File: config.mk
export PLATFORM = sky130hd
export DESIGN_NAME = exec_trace_buffer
export DESIGN_NICKNAME = d
export VERILOG_FILES = /design/src/rtl/exec_trace_buffer_pkg.sv /design/src/rtl/trace_ring.sv /design/src/rtl/exec_trace_buffer.sv
export SDC_FILE = /design/constraint.sdc
export NUM_CORES = 1
export LEC_CHECK = 0
export ABC_AREA = 1
export ABC_CLOCK_PERIOD_IN_PS = 5400
export CORE_MARGIN = 2
export CORE_UTILIZATION = 39
export CTS_CLUSTER_SIZE = 40
export DETAILED_ROUTE_END_ITERATION = 8
export GPL_TIMING_DRIVEN = 0
export PLACE_DENSITY = 0.66
export SLEW_MARGIN = 0
export SYNTH_ARGS = -nofsm -noshare
export SYNTH_HDL_FRONTEND = slang
export SYNTH_SLANG_ARGS = --single-unit
File: constraint.sdc
create_clock -name clk_i -period 5.4 [get_ports clk_i]
set_clock_uncertainty 0.1 [all_clocks]
set_input_delay 1.08 -clock clk_i [delete_from_list [all_inputs] [get_ports clk_i]]
set_output_delay 1.08 -clock clk_i [all_outputs]
set_load 0.005 [all_outputs]
File: src/rtl/exec_trace_buffer_pkg.sv
// Shared definitions for the execution trace buffer: FSM encodings, default widths and record layout.
// Benches and downstream bridges decode rd_data_o with the field offsets below.
package exec_trace_buffer_pkg;

    localparam int DEPTH_DEF   = 16;
    localparam int PC_W_DEF    = 4;
    localparam int INSTR_W_DEF = 8;
    localparam int DATA_W_DEF  = 4;
    localparam int STAMP_W_DEF = 8;

    localparam logic [1:0] ST_IDLE    = 2'd0;
    localparam logic [1:0] ST_CAPTURE = 2'd1;
    localparam logic [1:0] ST_DRAIN   = 2'd2;
    localparam logic [1:0] ST_DONE    = 2'd3;

    // Field LSB offsets for the default configuration, r0 at bit 0.
    localparam int R0_LSB    = 0;
    localparam int R1_LSB    = R0_LSB + DATA_W_DEF;
    localparam int R2_LSB    = R1_LSB + DATA_W_DEF;
    localparam int R3_LSB    = R2_LSB + DATA_W_DEF;
    localparam int HALT_BIT  = R3_LSB + DATA_W_DEF;
    localparam int INSTR_LSB = HALT_BIT + 1;
    localparam int PC_LSB    = INSTR_LSB + INSTR_W_DEF;
    localparam int STAMP_LSB = PC_LSB + PC_W_DEF;

    typedef struct packed {
        logic [STAMP_W_DEF-1:0] stamp;
        logic [PC_W_DEF-1:0]    pc;
        logic [INSTR_W_DEF-1:0] instr;
        logic                   halt;
        logic [DATA_W_DEF-1:0]  r3;
        logic [DATA_W_DEF-1:0]  r2;
        logic [DATA_W_DEF-1:0]  r1;
        logic [DATA_W_DEF-1:0]  r0;
    } trace_rec_t;

    function automatic int rec_width(input int stamp_w, input int pc_w,
                                     input int instr_w, input int data_w);
        return stamp_w + pc_w + instr_w + 1 + 4 * data_w;
    endfunction

endpackage

File: src/rtl/trace_ring.sv
// Circular record store: push overwrites the oldest entry when full, pop retires the oldest.
// Read port is asynchronous on the read pointer; clear resets pointers and count only.
module trace_ring #(
    parameter int DEPTH = 16,
    parameter int W     = 37,
    parameter int PTR_W = $clog2(DEPTH),
    parameter int CNT_W = PTR_W + 1
) (
    input  logic             clk_i,
    input  logic             rst_i,
    input  logic             clr_i,
    input  logic             push_i,
    input  logic [W-1:0]     wdata_i,
    input  logic             pop_i,
    output logic [W-1:0]     rdata_o,
    output logic [CNT_W-1:0] count_o,
    output logic             full_o
);

    logic [W-1:0]     mem_q [DEPTH];
    logic [PTR_W-1:0] wr_ptr_q, wr_ptr_d;
    logic [PTR_W-1:0] rd_ptr_q, rd_ptr_d;
    logic [CNT_W-1:0] count_q, count_d;

    assign full_o  = (count_q == CNT_W'(DEPTH));
    assign count_o = count_q;
    assign rdata_o = mem_q[rd_ptr_q];

    always_comb begin
        wr_ptr_d = wr_ptr_q;
        rd_ptr_d = rd_ptr_q;
        count_d  = count_q;
        if (clr_i) begin
            wr_ptr_d = '0;
            rd_ptr_d = '0;
            count_d  = '0;
        end else if (push_i) begin
            wr_ptr_d = wr_ptr_q + 1'b1;
            // When full the oldest slot is the one being overwritten, so the read side follows.
            if (full_o) begin
                rd_ptr_d = rd_ptr_q + 1'b1;
            end else begin
                count_d = count_q + 1'b1;
            end
        end else if (pop_i && (count_q != '0)) begin
            rd_ptr_d = rd_ptr_q + 1'b1;
            count_d  = count_q - 1'b1;
        end
    end

    always_ff @(posedge clk_i) begin
        if (rst_i) begin
            wr_ptr_q <= '0;
            rd_ptr_q <= '0;
            count_q  <= '0;
        end else begin
            wr_ptr_q <= wr_ptr_d;
            rd_ptr_q <= rd_ptr_d;
            count_q  <= count_d;
        end
    end

    always_ff @(posedge clk_i) begin
        if (push_i && !clr_i) begin
            mem_q[wr_ptr_q] <= wdata_i;
        end
    end

endmodule

File: src/rtl/exec_trace_buffer.sv
// Captures one cpu state record per clock into a ring until halt or cap_en drop, then drains
// oldest-first over valid/ready. Zero-latency async read; rd_data held stable while stalled.
module exec_trace_buffer
    import exec_trace_buffer_pkg::*;
#(
    parameter int DEPTH   = DEPTH_DEF,
    parameter int PC_W    = PC_W_DEF,
    parameter int INSTR_W = INSTR_W_DEF,
    parameter int DATA_W  = DATA_W_DEF,
    parameter int STAMP_W = STAMP_W_DEF,
    parameter int REC_W   = STAMP_W + PC_W + INSTR_W + 1 + 4 * DATA_W,
    parameter int CNT_W   = $clog2(DEPTH) + 1
) (
    input  logic               clk_i,
    input  logic               rst_i,
    input  logic               cap_en_i,
    input  logic [PC_W-1:0]    pc_i,
    input  logic [INSTR_W-1:0] instr_i,
    input  logic               halt_i,
    input  logic [DATA_W-1:0]  r0_i,
    input  logic [DATA_W-1:0]  r1_i,
    input  logic [DATA_W-1:0]  r2_i,
    input  logic [DATA_W-1:0]  r3_i,
    output logic               rd_valid_o,
    input  logic               rd_ready_i,
    output logic [REC_W-1:0]   rd_data_o,
    output logic               rd_last_o,
    output logic [CNT_W-1:0]   count_o,
    output logic               overflow_o,
    output logic               busy_o
);

    logic [1:0]         state_q, state_d;
    logic [STAMP_W-1:0] stamp_q, stamp_d;
    logic               overflow_q, overflow_d;
    logic               push, pop, clr;
    logic               full;
    logic [CNT_W-1:0]   cnt;
    logic [REC_W-1:0]   wr_rec, ring_rdata;

    assign wr_rec = {stamp_q, pc_i, instr_i, halt_i, r3_i, r2_i, r1_i, r0_i};

    trace_ring #(
        .DEPTH (DEPTH),
        .W     (REC_W),
        .PTR_W ($clog2(DEPTH)),
        .CNT_W (CNT_W)
    ) u_ring (
        .clk_i   (clk_i),
        .rst_i   (rst_i),
        .clr_i   (clr),
        .push_i  (push),
        .wdata_i (wr_rec),
        .pop_i   (pop),
        .rdata_o (ring_rdata),
        .count_o (cnt),
        .full_o  (full)
    );

    assign rd_valid_o = (state_q == ST_DRAIN) && (cnt != '0);
    assign rd_data_o  = rd_valid_o ? ring_rdata : '0;
    assign rd_last_o  = rd_valid_o && (cnt == CNT_W'(1));
    assign count_o    = cnt;
    assign overflow_o = overflow_q;
    assign busy_o     = (state_q != ST_IDLE);

    always_comb begin
        state_d    = state_q;
        stamp_d    = stamp_q;
        overflow_d = overflow_q;
        push       = 1'b0;
        pop        = 1'b0;
        clr        = 1'b0;
        case (state_q)
            ST_IDLE: begin
                if (cap_en_i) begin
                    state_d    = ST_CAPTURE;
                    stamp_d    = '0;
                    overflow_d = 1'b0;
                    clr        = 1'b1;
                end
            end
            ST_CAPTURE: begin
                // halt wins over cap_en drop: the halting cycle is always recorded.
                if (halt_i || cap_en_i) begin
                    push = 1'b1;
                    if (full) overflow_d = 1'b1;
                    if (stamp_q != '1) stamp_d = stamp_q + 1'b1;
                    if (halt_i) state_d = ST_DRAIN;
                end else begin
                    state_d = ST_DRAIN;
                end
            end
            ST_DRAIN: begin
                pop = rd_valid_o && rd_ready_i;
                if ((cnt == '0) || (pop && (cnt == CNT_W'(1)))) state_d = ST_DONE;
            end
            ST_DONE: begin
                if (!cap_en_i) state_d = ST_IDLE;
            end
            default: state_d = ST_IDLE;
        endcase
    end

    always_ff @(posedge clk_i) begin
        if (rst_i) begin
            state_q    <= ST_IDLE;
            stamp_q    <= '0;
            overflow_q <= 1'b0;
        end else begin
            state_q    <= state_d;
            stamp_q    <= stamp_d;
            overflow_q <= overflow_d;
        end
    end

endmodule
== After elaboration in Yosys (flattened, before gate mapping) ==
Memory sizes are Yosys's and may differ from the RTL's. A register that Yosys moved wholly into a read port is not among the register bits.
Index checks and enable logic that the tools add are counted.

* Input port bits: 33
* Word-level logic and storage cells: 78
* Memories kept: 1
* Bits in registers: 24
* RAM bits: 592

* Reductions and logical operators: 21
* Mux-type cells: 30
* Add/subtract/negate cells: 5
* Equality and inequality tests: 15

{| class="wikitable"
|+ Memory list
! memory !! words !! bits a word !! rd ports !! clocked after Yosys merged registers in !! write ports !! RTL line !! text
|-
| u_ring.mem_q || 16 || 37 || 1 || 1 || 1 || trace_ring.sv:20 || <nowiki>logic [W-1:0] mem_q [DEPTH];</nowiki>
|}

{| class="wikitable"
|+ Operator list
! kind !! number
|-
| $mux W37 || 1
|-
| $mux W8 || 3
|-
| $mux W4 || 5
|-
| $pmux W8 S2 || 1
|-
| $mux W5 || 3
|-
| $ne A2 B2 Y1 const B || 7
|-
| $reduce_and A4 Y1 || 3
|-
| $mux W1 || 10
|-
| $mux W2 || 5
|-
| $add A4 B1 Y4 const B || 2
|-
| $add A8 B1 Y8 const B || 1
|-
| $ne A8 B8 Y1 const B || 1
|-
| $pmux W2 S4 || 1
|-
| $logic_and A1 B1 Y1 || 6
|-
| $reduce_bool A2 Y1 || 3
|-
| $add A5 B1 Y5 const B || 1
|-
| $eq A5 B1 Y1 const B || 1
|-
| $eq A5 B5 Y1 const B || 1
|-
| $logic_not A5 Y1 || 1
|-
| $reduce_bool A5 Y1 || 1
|-
| $sub A5 B1 Y5 const B || 1
|-
| $eq A2 B2 Y1 const B || 2
|-
| $reduce_and A2 Y1 || 2
|-
| $ne A3 B3 Y1 const B || 1
|-
| 7 further kinds || 8
|}

== Depth between registers and ports, before layout ==
Gate-level depths: netlist (run 1).

* Depth after elaboration: 9
* Mapped depth: 13
* Mapped depth without buffers: 10

== By module ==
From an unflattened synthesis (run 1), not the netlist that was laid out.

* Cell total of the unflattened synthesis: 2351
* Area, all modules: 25972.4 um2

{| class="wikitable"
|+ By module, submodules not included
! module !! instances !! area an instance (um2) !! seq. area each (um2) !! cells each
|-
| trace_ring || 1 || 24917.6 || 18117.4 || 2151
|-
| exec_trace_buffer || 1 || 1054.8 || 220.2 || 200
|}

== Least setup slack after synthesis (run 1) ==
Ideal clock, no wire load.

* Path type: input port to flip-flop
* Start point: input cap_en_i
* End point: memory u_ring.mem_q[15][0] (enable)
* Library setup time: 0.477 ns
* Setup slack: 0.728 ns
* Data arrival time: 4.095 ns
* Required time: 4.823 ns
* Buffers on the path: 0
* Stages on the path: 6
* Cell sequence: inv_1 nand2_1 nand2_1 inv_1 nand2_1 nor3_1

* Longest elaborated chain between the ends: 6
* Elaborated cells between the ends (all ways): 9
* Those cells by class: 6 x mux; 3 x reduce/logical

{| class="wikitable"
|+ Ends and longest elaborated chain
! what !! RTL line !! text
|-
| start: declaration || exec_trace_buffer.sv:16 || <nowiki>input logic cap_en_i,</nowiki>
|-
| $logic_or A1 B1 Y1 / $mux W1 (equally long branches) || exec_trace_buffer.sv:85, exec_trace_buffer.sv:76 ||
|-
| $mux W1 (on tied branches) || exec_trace_buffer.sv:85, exec_trace_buffer.sv:74 ||
|-
| $mux W1 / $logic_not A1 Y1 (equally long branches) || exec_trace_buffer.sv:74, trace_ring.sv:64 ||
|-
| $logic_and A1 B1 Y1 * || trace_ring.sv:64 || <nowiki>if (push_i && !clr_i) begin</nowiki>
|-
| $mux W1 * || trace_ring.sv:64 ||
|-
| $mux W1 (implied by the code) * || trace_ring.sv:65 || <nowiki>mem_q[wr_ptr_q] <= wdata_i;</nowiki>
|-
| end: declaration || trace_ring.sv:20 ||
|}

Mark *: on every way between the ends. The rest lies on a longest branch, timed or not.

==> run metrics, run 1 <==
Setup TNS 0 ns; critical-path cell list inv_1, clkbuf_1, clkbuf_1, nand2_1, nand2_1, nor2_1, nor2_1, clkdlybuf4s50_1; worst setup margin 0.662 ns; Cells after Synth 2400; crit path DAT 3.56 ns; Slew @ Worst Pin 1.01 ns; via count 18000; Distinct cells, synth 29; Hold Path Class reg2reg; post-synth top area share 0.683; Post-CTS Resized 0; GRT met2 Usage 0.343; max cap viols 0; Total Die Area 68800 um^2; # IOs 79; Max Clk Rate 0.211 GHz; initial antenna violation count 1; fraction of layout cells with a size suffix above 1 0.0800; Max Root-Sink Buffers 3; power density over the cells 359 nW/um^2; GRT overflow 0; predominant post-synthesis flop cell edfxtp_1; most common library cells after synthesis 753 x nand2_1, 592 x edfxtp_1, 401 x nor2_1, 145 x o21ai_0, 116 x inv_1; M1 GR Usage 0.263; largest net degree at the start of global routing 25; ANT cells 0; root buf cell clkbuf_16; GPL Wtd Cong 0.835; worst reg2reg startpoint state_q[1]; global-route met3 utilization 0.0312; final layout net count 2617; post-route insts no fill 3475; crit path buf inv count 4; slowest cell delay on critical path 0.75 ns; Slew Limit Fails 0; vias per cell 5.19; DR WL/cell 20.2 um; slowest CP cell clkbuf_1; GRT Max-Usage Layer met2; crit-path max FO 10; instance count on the critical path 8; synth warn 0; CP Capture Type primary output; post-synthesis sequential area ratio 0.704; fill cell count 5840; drt pass-1 iters 6; Syn-to-layout area delta 16.3%; core area 66000 um^2; final design utilization 0.459; Fin. Hold Viols 0; RSZ-0062 raised after global routing false; first-pass GRT wire length 106000 um; Detail Placement HPWL 46700 um; hold depth 2; CTS Buf Count 59; Setup Crit Path Kind reg2out; number of synthesized flops with an enable pin 592; asr flop ratio synth 0; clock sinks 620; Port Buffer Count 78; Die X 262 um; worst skew pair latency 0.63 ns; Syn Nets 2448; r2r setup slk 2.39 ns; DR DRC count 0; CTS tree yes; crit path to rd_data_o[36]; Reg2Reg Depth 9; min Tclk post-route 4.74 ns; chip height 262 um; Setup Buffers After CTS 0; GRT Overall Usage 0.201; hold bufs inserted after CTS 0; Placed Instances 3372; Static Leakage 11.3 nW; startpoint types flop; Initial Util 0.395; RR Endpoint u_ring.mem_q[9][19]; Mean Syn Cell Area 10.8 um^2; H-Tree Depth 2; DRT antenna net count 0; status complete, no violations; Worst VDD drop 0.239 mV; top cell type by total area after synthesis edfxtp_1; crit share post-route 0.877; FP Rows 94; initial drt markers 1876; Max-Slew Margin vs Limit 0.326; clk slew on worst S/H paths 0.06 ns; WHS 0.413 ns; final setup vio count 0; DP Area 28500 um^2; vias in the first global route 18000; Routed WL 70200 um; Synth Register Bits 620; CP delay by family, top buffers and inverters; post-route cell area 30300 um^2; Cell Area, Synth 26000 um^2; Overall Power 10.9 mW; Req. time, crit path 4.22 ns; top cells by area, synth edfxtp_1 68%, nand2_1 11%, nor2_1 5.8%, o21ai_0 2.8%, o211ai_1 2.3%; most numerous cell in the Yosys netlist nand2_1; dpl ws 0.725 ns
==> final cells by class <==
type / count / area [um^2] / area share
buffer: 127 / 651 / 0.0215
clock buffer: 74 / 1550 / 0.0513
clock inverter: 29 / 191 / 0.00632
inverter: 119 / 454 / 0.0150
multi-input combinational: 1534 / 6700 / 0.221
sequential: 620 / 18300 / 0.606
tap: 864 / 1080 / 0.0357
timing repair buffer: 108 / 1310 / 0.0431
==> cells by family (layout without fill, tap and decap cells) <==
family | after synthesis | count (layout) | synth area share
and+or+nand+nor | 1258 | 1258 | 0.187
buffers and inverters | 246 | 457 | 0.0424
AOI/OAI and AO/OA | 256 | 256 | 0.0575
DFF | 620 | 620 | 0.704
adders and majority gates | 15 | 15 | 0.00721
xor gates and xnor gates | 5 | 5 | 0.00168
==> worst reg2reg max path, cell delays in order, from the launching register on <==
cell	delay [ns]
dfxtp_1	0.34
inv_1	0.11
ha_1	0.28
nand2_1	0.16
buf_2	0.21
nor2_1	0.17
nand2_1	0.30
nor2_4	0.61
buf_16	0.24
buf_16	0.17
==> power by group <==
group | switching [mW] | internal [mW]
Clock | 1.75 | 2.11
Combinational | 1.00 | 0.513
Sequential | 0.0838 | 5.41
Total | 2.83 | 8.03
==> state kept, by name (all words and copies together) (netlist names), named ones only <==
| signal | flops |
|---|---|
| stamp_q | 8 |
| u_ring.mem_q | 592 |
| overflow_o | 1 |
| state_q | 2 |
| u_ring.rd_ptr_q | 4 |
| u_ring.wr_ptr_q | 4 |
| u_ring.count_o | 5 |
==> worst min path at each step <==
stage	endpoint	startpoint	slack, ns
floorplan	flop	u_ring.rd_ptr_q[3]	0.37
global placement	overflow_o	overflow_o	0.38
detailed placement	overflow_o	overflow_o	0.38
CTS	overflow_o	overflow_o	0.41
global route	u_ring.rd_ptr_q[1]	u_ring.rd_ptr_q[1]	0.45
finish	overflow_o	overflow_o	0.41
==> per-layer routing <==
layer  vias up  wire length, um
met5         -                0
met4         0             1820
met3       117             5420
met2       774            33900
met1      8699            29100
li1       8434                -
==> cells in the final DEF, fill, tap and decap left out, types with 2 or more instances in the layout <==
cell / n
clkinv_1: 18
nor3_2: 4
buf_1: 3
ha_1: 15
nor2_2: 2
o21ai_1: 5
nor2_4: 12
xnor2_1: 2
inv_6: 2
nor2_1: 389
buf_12: 6
clkdlybuf4s50_1: 78
xor2_1: 3
dfxtp_1: 28
nand3_1: 91
buf_6: 20
inv_1: 116
o211ai_1: 81
clkbuf_1: 52
nand2_1: 753
nand4_1: 6
clkinv_2: 6
a21oi_1: 21
edfxtp_1: 592
buf_2: 73
o21ai_0: 145
buf_8: 3
clkbuf_16: 60
buf_16: 8
bufinv_16: 2
buf_4: 6
(Power assumes the default switching activity.)
==> inputs of run 2 (changes only) <==
--- a/config.mk
+++ b/config.mk
@@ -9,6 +9,7 @@
 export ABC_CLOCK_PERIOD_IN_PS = 5400
 export CORE_MARGIN = 2
 export CORE_UTILIZATION = 39
+export CTS_BUF_LIST = sky130_fd_sc_hd__clkbuf_16
 export CTS_CLUSTER_SIZE = 40
 export DETAILED_ROUTE_END_ITERATION = 8
 export GPL_TIMING_DRIVEN = 0
==> run 2 against run 1 <==
Wire length barely moved. Via count rose by 0.55%. Cell count did not move. Die area did not move. Sequential share of layout area did not move. First-iteration DRC count fell by 1.9%. Global-route usage did not move. Maximum frequency fell by 0.41%. Sequential power barely moved. Combinational power barely moved. Worst hold slack barely moved. Largest cell class unchanged.
==> run metrics, run 2 (synthesis gave the netlist of run 1 again) <==
final setup vio count 0; first-pass GRT wire length 106000 um; vias per cell 5.22; Slew Limit Fails 0; GRT overflow 0; max cap viols 0; Setup TNS 0 ns; Post-CTS Resized 0; Detail Placement HPWL 46700 um; H-Tree Depth 2; Static Leakage 11.4 nW; Hold Path Class reg2reg; via count 18100; crit-path max FO 10; startpoint types flop; CP Capture Type primary output; Total Die Area 68800 um^2; Placed Instances 3372; Setup Crit Path Kind reg2out; root buf cell clkbuf_16; hold bufs inserted after CTS 0; vias in the first global route 18000; ANT cells 0; Max Root-Sink Buffers 3; Initial Util 0.395; largest net degree at the start of global routing 25; Top reg by flops u_ring.mem_q; final layout net count 2617; register area 18300 um^2; Max-Slew Margin vs Limit 0.302; DR DRC count 0; post-route cell area 30300 um^2; worst skew pair latency 0.63 ns; post-route insts no fill 3475; Worst VDD drop 0.241 mV; Routed WL 70200 um; Port Buffer Count 78; FP Rows 94; commonest non-fill, non-tap cell in the layout nand2_1; CTS tree yes; clk slew on worst S/H paths 0.06 ns; fraction of layout cells with a size suffix above 1 0.0800; # IOs 79; Max Clk Rate 0.210 GHz; CTS Buf Count 59; DRT antenna net count 0; status complete, no violations; Setup Buffers After CTS 0; GPL Wtd Cong 0.835; crit path DAT 3.58 ns; initial antenna violation count 1; fill cell count 5840; power density over the cells 358 nW/um^2; Req. time, crit path 4.22 ns; Syn-to-layout area delta 16.3%; core area 66000 um^2; Slew @ Worst Pin 1.04 ns; initial drt markers 1841; clock sinks 620; RSZ-0062 raised after global routing false; DP Area 28500 um^2; most frequent cells in the layout 753 x nand2_1, 592 x edfxtp_1, 389 x nor2_1; max reg flops 592; GRT Overall Usage 0.201; drt pass-1 iters 6; DR WL/cell 20.2 um; min Tclk post-route 4.76 ns; crit share post-route 0.881; WHS 0.413 ns; chip height 262 um; multi-input combinational cell area 6700 um^2; Fin. Hold Viols 0; Die X 262 um
## run 2: cell types whose count changed in the layout (fill, tap and decap cells not counted), sizes merged
| cell | change |
|---|---|
| inv | +14 |
| clkbuf | -14 |
## run 2: report_power, final
part	total [mW]	switching [mW]	internal, mW
Combinational	1.51	1.00	0.513
Sequential	5.49	0.0835	5.41
Clock	3.84	1.75	2.09
Total	10.8	2.83	8.00
## run 2: path summary, 6_finish.rpt
kind                            slack, ns             endpoint        from  cells after the start
worst min-delay path                 0.41           overflow_o  overflow_o                      2
worst max register to register       2.38  u_ring.mem_q[3][12]  state_q[1]                      8
worst min register to register       0.41           overflow_o  overflow_o                      2
worst max-delay path                 0.64        rd_data_o[36]        flop                      8
## run 2: per-stage QoR
stage	util	setup slack, ns	total power [mW]
2_1_floorplan	-	0.728	6.46
3_3_place_gp	0.423	-3.38	7.01
3_5_place_dp	0.432	0.725	7.09
4_1_cts	0.459	0.684	10.9
5_1_grt	0.459	0.591	11.2
6_report	0.459	0.642	10.8
## run 2: area by class of cell
type | count | share of cell area
Sequential cell | 620 | 0.606
Multi-Input combinational cell | 1534 | 0.221
Clock buffer | 60 | 0.0496
Timing Repair Buffer | 108 | 0.0431
Tap cell | 864 | 0.0357
Buffer | 127 | 0.0215
Inverter | 119 | 0.0150
Clock inverter | 43 | 0.00806
## run 2: critical path, stage by stage, from the launching register on
cell	delay (ns)
dfxtp_1	0.35
inv_1	0.08
clkbuf_1	0.74
clkbuf_1	0.59
nand2_1	0.14
nand2_1	0.08
nor2_1	0.04
nor2_1	0.34
clkdlybuf4s50_1	0.58
## run 2: metal layers
metal  global-route usage  vias up  wire (um)
li1                     -     8433          -
met1                0.263     8781      28700
met2                0.343      790      33900
met3               0.0312      120       5710
met4               0.0685        0       1810
met5                    0        -          0
==> inputs of run 3 (changes only) <==
--- a/config.mk
+++ b/config.mk
@@ -7,7 +7,7 @@
 export LEC_CHECK = 0
 export ABC_AREA = 1
 export ABC_CLOCK_PERIOD_IN_PS = 5400
-export CORE_MARGIN = 2
+export CORE_MARGIN = 8
 export CORE_UTILIZATION = 39
 export CTS_BUF_LIST = sky130_fd_sc_hd__clkbuf_16
 export CTS_CLUSTER_SIZE = 40
==> run 3 against run 2 <==
Clock power up 7.6%. Via count down 0.42%. First-iteration DRC count down 3.5%. Combinational power about the same. Non-clock buffer count down 1.
==> run metrics, run 3 (synthesis gave the netlist of run 1 again) <==
status complete, no violations; Port Buffer Count 78; GPL Wtd Cong 0.846; CP delay by family, top buffers and inverters; via count 18000; Slew @ Worst Pin 0.968 ns; RSZ-0062 raised after global routing false; slowest CP cell clkbuf_1; max reg flops 592; H-Tree Depth 2; Clock power frac 0.371; combinational power share 0.136; chip height 274 um; CTS tree yes; fill cell count 5872; Int Pwr 8.26 mW; Total Die Area 75300 um^2; Static Leakage 11.5 nW; Post-CTS Resized 0; Sw Share 0.257; Initial Util 0.395; GRT overflow 0; Syn-to-layout area delta 16.9%; most frequent cells in the layout 753 x nand2_1, 592 x edfxtp_1, 389 x nor2_1; initial antenna violation count 0; initial drt markers 1776; Setup Buffers After CTS 0; sequential power share 0.493; Max Root-Sink Buffers 3; switching pwr 2.86 mW; critical-path cell list inv_1, clkbuf_1, clkbuf_1, nand2_1, nand2_1, nor2_1, nor2_1, clkdlybuf4s50_1; # IOs 79; FP Rows 94; CTS Buf Count 60; crit-path max FO 10; Worst VDD drop 0.285 mV; first-pass GRT wire length 106000 um; fraction of layout cells with a size suffix above 1 0.0844; crit path DAT 3.51 ns; crit share post-route 0.868; Setup TNS 0 ns; Max-Slew Margin vs Limit 0.355; Top reg by flops u_ring.mem_q; ANT cells 0; Routed WL 70300 um; Die X 274 um; startpoint types flop; clock sinks 620; drt pass-1 iters 7; max cap viols 0; slowest cell delay on critical path 0.67 ns; Max Clk Rate 0.213 GHz; Placed Instances 3371; Req. time, crit path 4.22 ns; commonest non-fill, non-tap cell in the layout nand2_1; Setup Crit Path Kind reg2out; final layout net count 2617; vias per cell 5.18; worst skew pair latency 0.62 ns; min Tclk post-route 4.69 ns; hold bufs inserted after CTS 0; core area 66000 um^2; post-route insts no fill 3481; Slew Limit Fails 0; power density over the cells 366 nW/um^2; Hold Path Class reg2reg; final setup vio count 0; Overall Power 11.1 mW; CP Capture Type primary output; DR DRC count 0; Fin. Hold Viols 0; GRT Overall Usage 0.183; Detail Placement HPWL 47100 um; root buf cell clkbuf_16; vias in the first global route 17900; DR WL/cell 20.2 um; clk slew on worst S/H paths 0.06 ns; largest net degree at the start of global routing 27; DRT antenna net count 0; crit path buf inv count 4
-- run 3: changes by cell type in the layout (fill, tap and decap cells not counted), sizes merged --
| cell | before | now |
|---|---|---|
| bufinv | 2 | 7 |
| buf | 119 | 118 |
| clkinvlp | 0 | 1 |
| clkinv | 26 | 27 |
-- run 3: metal layers --
layer | up-vias | share of wire | track usage
met5 | - | 0 | 0
met4 | 0 | 0.032 | 0.0660
met3 | 151 | 0.081 | 0.0274
met2 | 772 | 0.48 | 0.309
met1 | 8686 | 0.41 | 0.239
li1 | 8438 | - | -
-- run 3: worst min-delay path: cells and delay by family (launching register included) --
family,cells,cell delay (ns)
DFF,1,0.34
AOI/OAI and AO/OA,1,0.08
and+or+nand+nor,1,0.07
-- run 3: power groups by stage --
stage               clock network, mW  logic, mW  registers (mW)
global route                     4.35       1.68            5.50
global placement                    0       1.43            5.59
finish                           4.13       1.51            5.49
floorplan                           0      0.891            5.57
CTS                              4.18       1.51            5.49
detailed placement                  0       1.50            5.59
-- run 3: area by class of cell --
| class | count | area, um^2 | area share |
|---|---|---|---|
| Buffer | 127 | 651 | 0.0214 |
| Clock buffer | 60 | 1500 | 0.0493 |
| Clock inverter | 50 | 418 | 0.0137 |
| Inverter | 119 | 454 | 0.0149 |
| Multi-Input combinational cell | 1534 | 6700 | 0.220 |
| Sequential cell | 620 | 18300 | 0.602 |
| Tap cell | 864 | 1080 | 0.0355 |
| Timing Repair Buffer | 107 | 1290 | 0.0425 |
-- run 3: through the flow --
stage / area, um^2 / hold slack (ns) / setup slack (ns) / util
5_1_grt: 30400 / 0.457 / 0.624 / 0.461
3_3_place_gp: 27900 / 0.381 / -3.40 / 0.423
3_5_place_dp: 28500 / 0.403 / 0.729 / 0.432
2_1_floorplan: 26000 / 0.366 / 0.728 / -
4_1_cts: 30400 / 0.422 / 0.766 / 0.461
6_report: 30400 / 0.427 / 0.711 / 0.461
-- run 3: path summary, 6_finish.rpt --
path / depth (start not counted) / endpoint / from / slack, ns
hold reg to reg: 2 / overflow_o / overflow_o / 0.43
hold / removal: 2 / overflow_o / overflow_o / 0.43
setup reg to reg: 8 / u_ring.mem_q[14][5] / state_q[1] / 2.31
setup / recovery: 8 / rd_data_o[36] / flop / 0.71
==> edit 1, RTL diff (config.mk and constraints of run 1) <==
Register the output `count_o`, without a reset; this adds one clock of latency there. The other outputs are not delayed to match.
--- a/src/rtl/exec_trace_buffer.sv
+++ b/src/rtl/exec_trace_buffer.sv
@@ -30,6 +30,8 @@
     output logic               busy_o
 );
 
+    logic [CNT_W-1:0] count_c;
+
     logic [1:0]         state_q, state_d;
     logic [STAMP_W-1:0] stamp_q, stamp_d;
     logic               overflow_q, overflow_d;
@@ -60,7 +62,7 @@
     assign rd_valid_o = (state_q == ST_DRAIN) && (cnt != '0);
     assign rd_data_o  = rd_valid_o ? ring_rdata : '0;
     assign rd_last_o  = rd_valid_o && (cnt == CNT_W'(1));
-    assign count_o    = cnt;
+    assign count_c    = cnt;
     assign overflow_o = overflow_q;
     assign busy_o     = (state_q != ST_IDLE);
 
@@ -114,4 +116,8 @@
         end
     end
 
+    always_ff @(posedge clk_i) begin
+        count_o <= count_c;
+    end
+
 endmodule
Function: changed (Yosys sat finds a counterexample within 4 cycles, from zero or initial values and one cycle with rst_i high).
==> edit 1 against run 1 <==
Worst setup slack better by 0.10 ns. Global-route usage up 0.24 points. Routed wire length up 2.6%. Sequential cell count up 5. Total power up 4.9%. Cell count up 7.0%. Clock power up 12%. Cell area up 3.1%. Synthesized area up 2.8%. Largest cell class unchanged. Largest power group unchanged. Highest routed layer unchanged.
==> edit 1: results <==
set metrics [dict create \
    outcome "complete, no violations" \
    synth_xor_area_share_pct 0.229 \
    final_cells 3717 \
    use_met2_pct 33.5 \
    wire_per_inst_um 19.4 \
    synth-compound-area-share_pct 1.93 \
    wl_met2_um 33900 \
    p_leak_nw 12.6 \
    cts_buffers 68 \
    dp_hpwl_um 47100 \
    place_congestion 0.835 \
    synth-adder-area-share_pct 0.701 \
    syn-num-nets 2660 \
    clk_latency_ns 0.59 \
    grt_pass1_vias 17300 \
    antenna_found_initial 0 \
    power_mw 11.4 \
    synth_common_cells "nand2_1, edfxtp_1, nor2_1, inv_1, nand3_1" \
    place_ws_ns 0.739 \
    critical_path_arrival_ns 3.45 \
    track_usage_pct 20.4 \
    cp_slowest_stage_delay_ns 0.87 \
    met3_length_um 5410 \
    swShare_pct 25.8 \
    dp_cells 3600 \
    max-slew-margin-rel_pct 26.8 \
    drive_gt1_share_pct 9.07 \
    peakVddDrop_mv 0.257 \
    drt-initial-drc-count 1818 \
    use_met3_pct 2.81 \
]
[edit 1: changes by cell type after synthesis, moves of 11 or more]
cell	run 1	this run
nand3_1	91	173
o211ai_1	81	0
nand2_1	753	1104
or2_2	0	26
nor2_1	401	223
buf_4	5	23
or2_0	0	11
inv_1	116	179
o21ai_0	145	65
[edit 1: path summary, 6_finish.rpt]
kind                     start                 end  slack [ns]  depth (start not counted)
max                       flop       rd_data_o[16]        0.77                          9
min          u_ring.count_o[2]          count_o[2]        0.25                          0
max reg2reg         state_q[1]  u_ring.mem_q[4][8]        2.28                          8
min reg2reg  u_ring.count_o[2]          count_o[2]        0.25                          0
[edit 1: layout make-up]
type / count / area (µm²)
clock inverter: 28 / 165
buffer: 128 / 683
fill: 6122 / 37000
inverter: 182 / 686
multi-input combinational: 1677 / 7070
clock buffer: 89 / 1860
timing repair buffer: 106 / 1210
tap: 882 / 1100
sequential: 625 / 18400
==> edit 2, RTL diff (config.mk and constraints of run 1) <==
Made on the original files. Change the package constant `INSTR_W_DEF` from 8 to 6.
--- a/src/rtl/exec_trace_buffer_pkg.sv
+++ b/src/rtl/exec_trace_buffer_pkg.sv
@@ -4,7 +4,7 @@
 
     localparam int DEPTH_DEF   = 16;
     localparam int PC_W_DEF    = 4;
-    localparam int INSTR_W_DEF = 8;
+    localparam int INSTR_W_DEF = 6;
     localparam int DATA_W_DEF  = 4;
     localparam int STAMP_W_DEF = 8;
 
Ports: changed (resized instr_i and rd_data_o); port bits go from 79 to 75. No check against the original RTL was run, so the function may have changed too.
==> edit 2 against run 1 <==
Cell area decreased by 4.0%. Cell count shrank 3.8%. Combinational power fell by 4%. Sequential cell count is 32 lower. Critical endpoint is now rd_data_o[33]. Total power shrank 2.6%. Largest power group unchanged. Routed wire length shrank 7.4%. Synthesized area decreased by 4.4%. Worst setup slack better by 0.18 ns. Non-clock buffer count is 17 lower. Count of clock-buffer cells in the layout is 6 lower.
==> edit 2: results <==
set metrics [dict create \
    place_congestion 0.841 \
    grt_pass1_wl_um 98800 \
    r2r-end "u_ring.mem_q[15][25]" \
    grt_start_max_net_pins 23 \
    outcome "complete, no violations" \
    layout_min_cycle_time_ns 4.56 \
    wire_per_inst_um 19.5 \
    cts_htree_levels 2 \
    synth_top_cells_by_area "edfxtp_1, nand2_1, nor2_1" \
    p_comb_share_pct 13.7 \
    antenna_found_initial 0 \
    cp-endpoint "rd_data_o[33]" \
    synth_edf_count 560 \
    synth_common_cells "nand2_1, edfxtp_1, nor2_1, o21ai_0, inv_1" \
    p_leak_nw 10.9 \
    postSynthCellCount 2289 \
    finalWirelength_um 65000 \
    grt_pass1_vias 16800 \
    clkPwrFrac_pct 37.0 \
    place_ws_ns 0.564 \
    dp_hpwl_um 44600 \
    numPortBuffers 73 \
    dp_cells 3232 \
    vias_per_cell 5.15 \
    drive_gt1_share_pct 8.81 \
    nets 2493 \
    ys_seq_area_share_pct 69.8 \
    drt-initial-drc-count 1723 \
    largest_register "u_ring.mem_q" \
    peakVddDrop_mv 0.256 \
    tightest_slew_ns 1.06 \
    antennaDiodeCount 0 \
    critical_path_arrival_ns 3.38 \
    holdWs_ns 0.443 \
    dr.pass1.iters 5 \
    dpl-instance-area_um2 27200 \
    power_mw 10.6 \
]
## edit 2: cells by family (layout without fill, tap and decap cells)
kind of cell / count (synthesis) / in the layout / share of synthesized area (%)
AOI/OAI and AO/OA: 245 / 245 / 5.83
DFF: 588 / 588 / 69.8
buffers and inverters: 245 / 452 / 4.86
xor gates and xnor gates: 5 / 5 / 0.176
adders and majority gates: 15 / 15 / 0.754
and+or+nand+nor: 1191 / 1191 / 18.6
## edit 2: metal layers
metal	GRT usage (%)	part of all wire, %	vias up
met5	0	0	-
met4	6.65	2.9	0
met3	3.07	7.4	118
met2	33.4	49	719
met1	25.5	41	8329
li1	-	-	8046
## edit 2: area by class of cell
type,count,area (µm²),share of cell area (%)
flip-flops and latches,588,17400,59.8
multi-input cells,1456,6420,22.1
clock buffers,68,1530,5.27
repair buffers,97,1170,4.04
well taps,846,1060,3.64
plain buffers,121,743,2.56
inverters,124,468,1.61
clock inverters,42,303,1.04
